[config.mk]
export PLATFORM = sky130hd
export DESIGN_NAME = acc_serial_ctrl
export DESIGN_NICKNAME = d
export VERILOG_FILES = /design/src/rtl/acc_serial_ctrl.sv
export SDC_FILE = /design/constraint.sdc
export NUM_CORES = 1
export LEC_CHECK = 0
export ABC_AREA = 1
export BUFFER_PORTS_ARGS = -buffer_cell sky130_fd_sc_hd__buf_2
export CORE_MARGIN = 2
export CORE_UTILIZATION = 35
export DETAILED_ROUTE_END_ITERATION = 8
export PLACE_DENSITY = 0.6
export SLEW_MARGIN = 40
export SYNTH_ARGS = -nofsm -noshare
export SYNTH_HDL_FRONTEND = slang
export SYNTH_SLANG_ARGS = --single-unit
[constraint.sdc]
create_clock -name clk -period 1.6 [get_ports clk]
set_clock_uncertainty 0.1 [all_clocks]
set_input_delay 0.24 -clock clk [delete_from_list [all_inputs] [get_ports clk]]
set_output_delay 0.24 -clock clk [all_outputs]
set_load 0.02 [all_outputs]
[src/rtl/acc_serial_ctrl.sv]


module acc_serial_ctrl #(
  parameter int WIDTH = 8
) (
  input  logic             clk,
  input  logic             reset,
  input  logic             start,
  input  logic [WIDTH-1:0] op_a,
  input  logic [WIDTH-1:0] op_b,
  input  logic             cin,
  input  logic             sub,
  output logic             cell_a,
  output logic             cell_b,
  output logic             cell_c,
  input  logic             cell_carry,
  output logic             busy,
  output logic             done,
  output logic [WIDTH-1:0] soma,
  output logic             cout
);
  localparam int CW = $clog2(WIDTH + 1);

  typedef enum logic [1:0] {IDLE, RUN, DONE} state_t;

  state_t           state_reg;
  logic [WIDTH-1:0] sha_reg, shb_reg, soma_reg;
  logic [WIDTH-1:0] sha_shift, shb_shift;
  logic [CW-1:0]    count_reg;
  logic             carry_reg, cout_reg, busy_reg, done_reg;
  logic             in_run, sum_bit, last_bit;
  logic [WIDTH-1:0] load_b;
  logic             load_c;

`ifdef ACC_SUB_EN
  // Two's-complement subtract: invert B and force the carry-in.
  assign load_b = sub ? ~op_b : op_b;
  assign load_c = sub ? 1'b1 : cin;
`else
  logic unused_sub;
  assign unused_sub = sub;
  assign load_b = op_b;
  assign load_c = cin;
`endif

  genvar gi;
  generate
    for (gi = 0; gi < WIDTH; gi++) begin : g_shift
      if (gi == WIDTH - 1) begin : g_top
        assign sha_shift[gi] = 1'b0;
        assign shb_shift[gi] = 1'b0;
      end else begin : g_mid
        assign sha_shift[gi] = sha_reg[gi+1];
        assign shb_shift[gi] = shb_reg[gi+1];
      end
    end
  endgenerate

  assign in_run   = (state_reg == RUN);
  assign cell_a   = in_run & sha_reg[0];
  assign cell_b   = in_run & shb_reg[0];
  assign cell_c   = in_run & carry_reg;
  assign sum_bit  = sha_reg[0] ^ shb_reg[0] ^ carry_reg;
  assign last_bit = (count_reg == CW'(WIDTH - 1));

  always_ff @(posedge clk or negedge reset) begin
    if (!reset) begin
      state_reg <= IDLE;
      sha_reg   <= '0;
      shb_reg   <= '0;
      soma_reg  <= '0;
      count_reg <= '0;
      carry_reg <= 1'b0;
      cout_reg  <= 1'b0;
      busy_reg  <= 1'b0;
      done_reg  <= 1'b0;
    end else begin
      done_reg <= 1'b0;
      case (state_reg)
        IDLE: begin
          if (start) begin
            sha_reg   <= op_a;
            shb_reg   <= load_b;
            carry_reg <= load_c;
            count_reg <= '0;
            soma_reg  <= '0;
            cout_reg  <= 1'b0;
            busy_reg  <= 1'b1;
            state_reg <= RUN;
          end
        end
        RUN: begin
          sha_reg   <= sha_shift;
          shb_reg   <= shb_shift;
          soma_reg  <= {sum_bit, soma_reg[WIDTH-1:1]};
          carry_reg <= cell_carry;
          count_reg <= count_reg + 1'b1;
          if (last_bit) begin
            cout_reg  <= cell_carry;
            busy_reg  <= 1'b0;
            done_reg  <= 1'b1;
            state_reg <= DONE;
          end
        end
        DONE: begin
          state_reg <= IDLE;
        end
        default: begin
          state_reg <= IDLE;
        end
      endcase
    end
  end

  assign busy = busy_reg;
  assign done = done_reg;
  assign soma = soma_reg;
  assign cout = cout_reg;
endmodule
Yosys cells after proc, flatten, opt, wreduce, memory -nomap -nowiden. Cells that the tools add are included.

Add/sub/neg operators: 1. Equality and inequality tests: 4. Multiplexer cells: 21. Bitwise operators: 5. Reduce and logical (&&, ||, !) cells: 5.

Operators by type and width (number): 8-bit case mux with 2 select lines (3); 8-bit two-way mux (3); 4-bit case mux with 2 select lines (1); 1-bit two-way mux (7); 1-bit case mux with 2 select lines (3); 4-bit by 1-bit adder with 4-bit output (second input constant) (1); 4-bit by 3-bit equality test with 1-bit output (second input constant) (1); 2-bit two-way mux (2); 4-bit two-way mux (1); 2-bit case mux with 2 select lines (1); 2-bit AND reduction (2); 1-bit bitwise AND (3); 3-bit AND reduction (1); 2-bit by 1-bit equality test with 1-bit output (second input constant) (1); 2-bit logical NOT (1); 2-bit by 1-bit inequality test with 1-bit output (second input constant) (1); 2-bit inequality test (second input constant) (1); 2-bit nonzero test (1); 1-bit XOR (2).

Flip-flop bits (word level): 34. Bits of input ports: 22. Output and inout bits: 14. Word-level logic and storage cells: 45.

Logic depth before layout (Yosys ltp).
Word-level depth: 3. Mapped depth: 7. Mapped depth without buffers: 6.

Least setup slack after synthesis. No wires, ideal clock.

Kind: reg2out. From: register state_reg[1]. To: output cell_a. Arrival time: 1042 ps. Data required time: 1260 ps. Setup slack: 218 ps. Cell stages (with the launch flop): 5. Path buffers: 1. Cells stage by stage: dfrtp_1 inv_2 nand2_4 buf_2 nor2_1.

Longest elaborated chain between the ends: 2.

Ends and longest elaborated chain: from (decl) (line 26) `state_t state_reg;`; from (signal assigned) (line 68) `state_reg <= IDLE;`; from (signal assigned) (line 89) `state_reg <= RUN;`; from (signal assigned) (line 102) `state_reg <= DONE;`; 2-bit by 1-bit equality test with 1-bit output (line 59) `assign in_run = (state_reg == RUN);`; 1-bit bitwise AND (line 60) `assign cell_a = in_run & sha_reg[0];`; to (decl) (line 13) `output logic cell_a,`.

No other way between the ends.

Worst setup path in the final report.
From: register state_reg[1]. To: output cell_c.

Longest elaborated chain between the ends: 2.

Ends and longest elaborated chain: 2-bit by 1-bit equality test with 1-bit output (line 59); 1-bit bitwise AND (line 62) `assign cell_c = in_run & carry_reg;`; to (decl) (line 15) `output logic cell_c,`.

No other way between the ends.

==> flow_metrics.env <==
export IMPL_r2r_start="state_reg[0]$_DFFE_PN0P_"
export IMPL_rsz0062_at_grt="true"
export IMPL_timing_setup_tns_ps=0
export IMPL_antenna_violations_before_repair=0
export IMPL_layoutNonFillerInstCount=306
export IMPL_multi_input_comb_area_um2=677
export IMPL_fill_cells=472
export IMPL_worst_hold_path_num_cells=3
export IMPL_fp_dieW_um=73.5
export IMPL_areaGrowthSynthToFinish_pct=20.8
export IMPL_core_area_mm2=0.00469
export IMPL_report_final_hold_viol_count=0
export IMPL_netlist_instances=210
export IMPL_synth_area_mux_share_pct=0
export IMPL_post_synth_fa_ha_maj_area_fraction_pct=0.740
export IMPL_dp_cells=296
export IMPL_yosys_top_cells_count="82 x sky130_fd_sc_hd__nand2_1, 34 x sky130_fd_sc_hd__dfrtp_1, 26 x sky130_fd_sc_hd__nand3_1"
export IMPL_period_share_pct=96.8
export IMPL_hold_path_end="shb_reg[7]$_DFFE_PN0P_"
export IMPL_synth_edff_count=0
export IMPL_share_of_synthesized_area_occupied_by_flip_flops_and_latches_pct=50.3
export IMPL_synth_main_ff_cell="sky130_fd_sc_hd__dfrtp_1"
export IMPL_leakagePower_nw=1.16
export IMPL_routedWlPerCell_um=11.3
export IMPL_crit_path_required_time_ps=1260
export IMPL_area_of_the_mapped_netlist_mm2=0.00169
export IMPL_synth_compound_area_share_pct=4.29
export IMPL_async_set_or_reset_register_ratio_after_synthesis_pct=100
export IMPL_tritoncts_clock_tree="built"
export IMPL_grt_pass1_vias=1292
export IMPL_cts_max_level=2
export IMPL_critical_path_cell_chain="inv_2 -> nand2_8 -> nor2_1 -> buf_2"
export IMPL_drv_max_cap_violation_count=0
export IMPL_synth_xor_area_share_pct=0
export IMPL_totalWireLength_mm=3.45
export IMPL_synthSimpleGateAreaFrac_pct=33.9
export IMPL_power_density_mw_per_mm2=1960
export IMPL_floorplan_rows=25
export IMPL_reg2reg_slack_ps=220
export IMPL_grt_start_max_net_pins=35
export IMPL_synth_top_family_by_area="simple AND/OR/NAND/NOR gates"
export IMPL_post_route_min_period_ps=1550
export IMPL_synth_seq_cells=34
export IMPL_grt_pass1_wl_mm=5.89
export IMPL_cts_made_buffers=5
export IMPL_post_route_cells_drive_above_1_share_pct=24.6
export IMPL_timing_critical_path_fanout_max=17
export IMPL_ioPinCount=36
export IMPL_cts_clk_slew_worst_paths_ps=70
export IMPL_yosysWarningCount=0
export IMPL_cts_path_max_buffers=2
export IMPL_reg2reg_depth=7
export IMPL_clock_tree_root_cell="sky130_fd_sc_hd__clkbuf_8"
export IMPL_finalNetCount=274
export IMPL_numClockSinks=34
export IMPL_regToRegEndpoint="sha_reg[0]$_DFFE_PN0P_"
export IMPL_globalRoute_totalOverflow=0
export IMPL_critPathArrivalTime_ps=1210
export IMPL_initial_utilization_pct=36.1
export IMPL_fmax_ghz=0.646
export IMPL_synth_top_area_share_pct=50.3
export IMPL_final_antenna_net_count=0
export IMPL_syn_nets=233
export IMPL_detail_route_vias_per_cell=4.49
export IMPL_grt_util_all_layers_pct=14.2
export IMPL_critPathCaptureType="output pin"
export IMPL_timing_worst_slew_pin_value_ps=275
export IMPL_timing_hold_worst_class="input port to flip-flop"
export IMPL_placement_io_buffers=34
export IMPL_finalMaxSlewViolations=0
export IMPL_detailedPlacementHpwl_mm=2.33
export IMPL_synthTopCellsByArea="sky130_fd_sc_hd__dfrtp_1 50%, sky130_fd_sc_hd__nand2_1 18%, sky130_fd_sc_hd__nand3_1 7.7%"
export IMPL_delay_contributed_by_the_slowest_stage_of_the_critical_path_ps=420
export IMPL_slowest_stage="sky130_fd_sc_hd__dfrtp_1"
export IMPL_die_y_um=73.5
export IMPL_yosysMostFrequentCell="sky130_fd_sc_hd__nand2_1"
export IMPL_drt_first_iter_violations=85
export IMPL_die_ar_mm2=0.00541
export IMPL_finalSetupViolCount=0
export IMPL_sequential_cell_area_um2=851
export IMPL_setup_crit_path_kind="flip-flop to output pin"
export IMPL_maxSlewHeadroom_pct=81.7
export IMPL_antenna_diode_count=0
export IMPL_firstDrtPassIters=4
export IMPL_replace_congestion=0.822
export IMPL_route_vias_total=1374
export IMPL_max_vdd_ir_drop_mv=1.05
export IMPL_worst_setup_path_start_kind="flip-flop"
export IMPL_synthesis_area_per_instance_um2=8.06
export IMPL_post_synth_num_cell_types=21
export IMPL_post_route_drc_count=0
export IMPL_synth_largest_area_cell="sky130_fd_sc_hd__dfrtp_1"
export IMPL_min_from="op_b[7]"
export IMPL_status="completed"
export IMPL_clkLatencyLatePin_ps=280
==> kinds of logic (layout without fill, tap and decap cells) <==
logic type               Yosys count  count (layout)
flip-flops                        34              34
buffers and inverters             32              74
adder cells (fa/ha/maj)            1               1
AND/OR/NAND/NOR                  132             132
AO/OA/AOI/OAI                     11              11
==> metrics by stage <==
| step | util (%) | area, µm² | setup WS [ps] | total power [mW] | hold WS (ps) |
|---|---|---|---|---|---|
| after floorplan | - | 1690 | 218 | 2.93 | -156 |
| after global placement | 40.7 | 1910 | 276 | 3.29 | 118 |
| after detailed placement | 40.7 | 1910 | 273 | 3.32 | 116 |
| after CTS | 43.2 | 2030 | 2.61 | 4.02 | 42.0 |
| after global routing | 43.5 | 2040 | -6.98 | 4.38 | 72.1 |
| final | 43.5 | 2040 | 51.6 | 4.01 | 48.5 |
==> where the power goes <==
group	switching, mW	internal (mW)	total (mW)	leakage, nW
clock network	0.305	0.347	0.652	0.0482
registers	0.248	1.24	1.48	0.430
logic	1.17	0.704	1.87	0.678
==> critical path, delay by kind of cell (launching register included) <==
family	cells	cell delay [ps]
buffers and inverters	2	290
flip-flops	1	420
AND/OR/NAND/NOR	2	210
==> worst max-delay path by stage <==
stage,start,endpoint,slack [ps],cells after the start
finish,state_reg[1]$_DFFE_PN0P_,cell_c,50,4
CTS,state_reg[1]$_DFFE_PN0P_,cell_a,3,4
global route,state_reg[1]$_DFFE_PN0P_,cell_c,-7,4
detailed placement,count_reg[0]$_DFFE_PN0P_,cout$_DFFE_PN0P_,270,6
global placement,state_reg[1]$_DFFE_PN0P_,cell_b,280,4
floorplan,state_reg[1]$_DFFE_PN0P_,cell_a,220,4
==> repair_timing <==
action | in CTS | in global routing
resized for setup | 3 | 3
endpoints found under the setup margin | 2 | 3
setup buffers | 0 | 1
hold endpoints to repair | 34 | 0
hold buffers | 1 | 0
==> routing by layer <==
layer | wire [µm] | track usage, % | up-vias
li1 | - | - | 736
met1 | 1790 | 19.6 | 606
met2 | 1480 | 21.5 | 30
met3 | 154 | 3.57 | 2
met4 | 23 | 4.85 | 0
met5 | 0 | 0 | -
==> cells in the final DEF, fill, tap and decap left out <==
master / count
sky130_fd_sc_hd__dlygate4sd3_1: 1
sky130_fd_sc_hd__buf_2: 32
sky130_fd_sc_hd__nand2_8: 1
sky130_fd_sc_hd__nand3_1: 26
sky130_fd_sc_hd__nand3_2: 2
sky130_fd_sc_hd__nor2_4: 2
sky130_fd_sc_hd__inv_1: 21
sky130_fd_sc_hd__buf_4: 8
sky130_fd_sc_hd__clkinv_2: 1
sky130_fd_sc_hd__o21ai_0: 2
sky130_fd_sc_hd__dfrtp_1: 34
sky130_fd_sc_hd__ha_1: 1
sky130_fd_sc_hd__nand4_1: 1
sky130_fd_sc_hd__o22ai_1: 5
sky130_fd_sc_hd__o21ai_1: 1
sky130_fd_sc_hd__inv_2: 2
sky130_fd_sc_hd__buf_12: 2
sky130_fd_sc_hd__nor2_2: 1
sky130_fd_sc_hd__nor2_1: 15
sky130_fd_sc_hd__clkbuf_8: 6
sky130_fd_sc_hd__o21ai_2: 2
sky130_fd_sc_hd__a21oi_2: 1
sky130_fd_sc_hd__nand2_1: 82
sky130_fd_sc_hd__nand2_4: 2
sky130_fd_sc_hd__clkbuf_1: 1
==> area by class of cell <==
cell class              count  area share (%)
flip-flops and latches     34            41.6
multi-input cells         144            33.1
repair buffers             43            13.2
clock buffers               7            4.23
inverters                  23            4.23
well taps                  54            3.31
clock inverters             1           0.245
(Power assumes the default switching activity.)
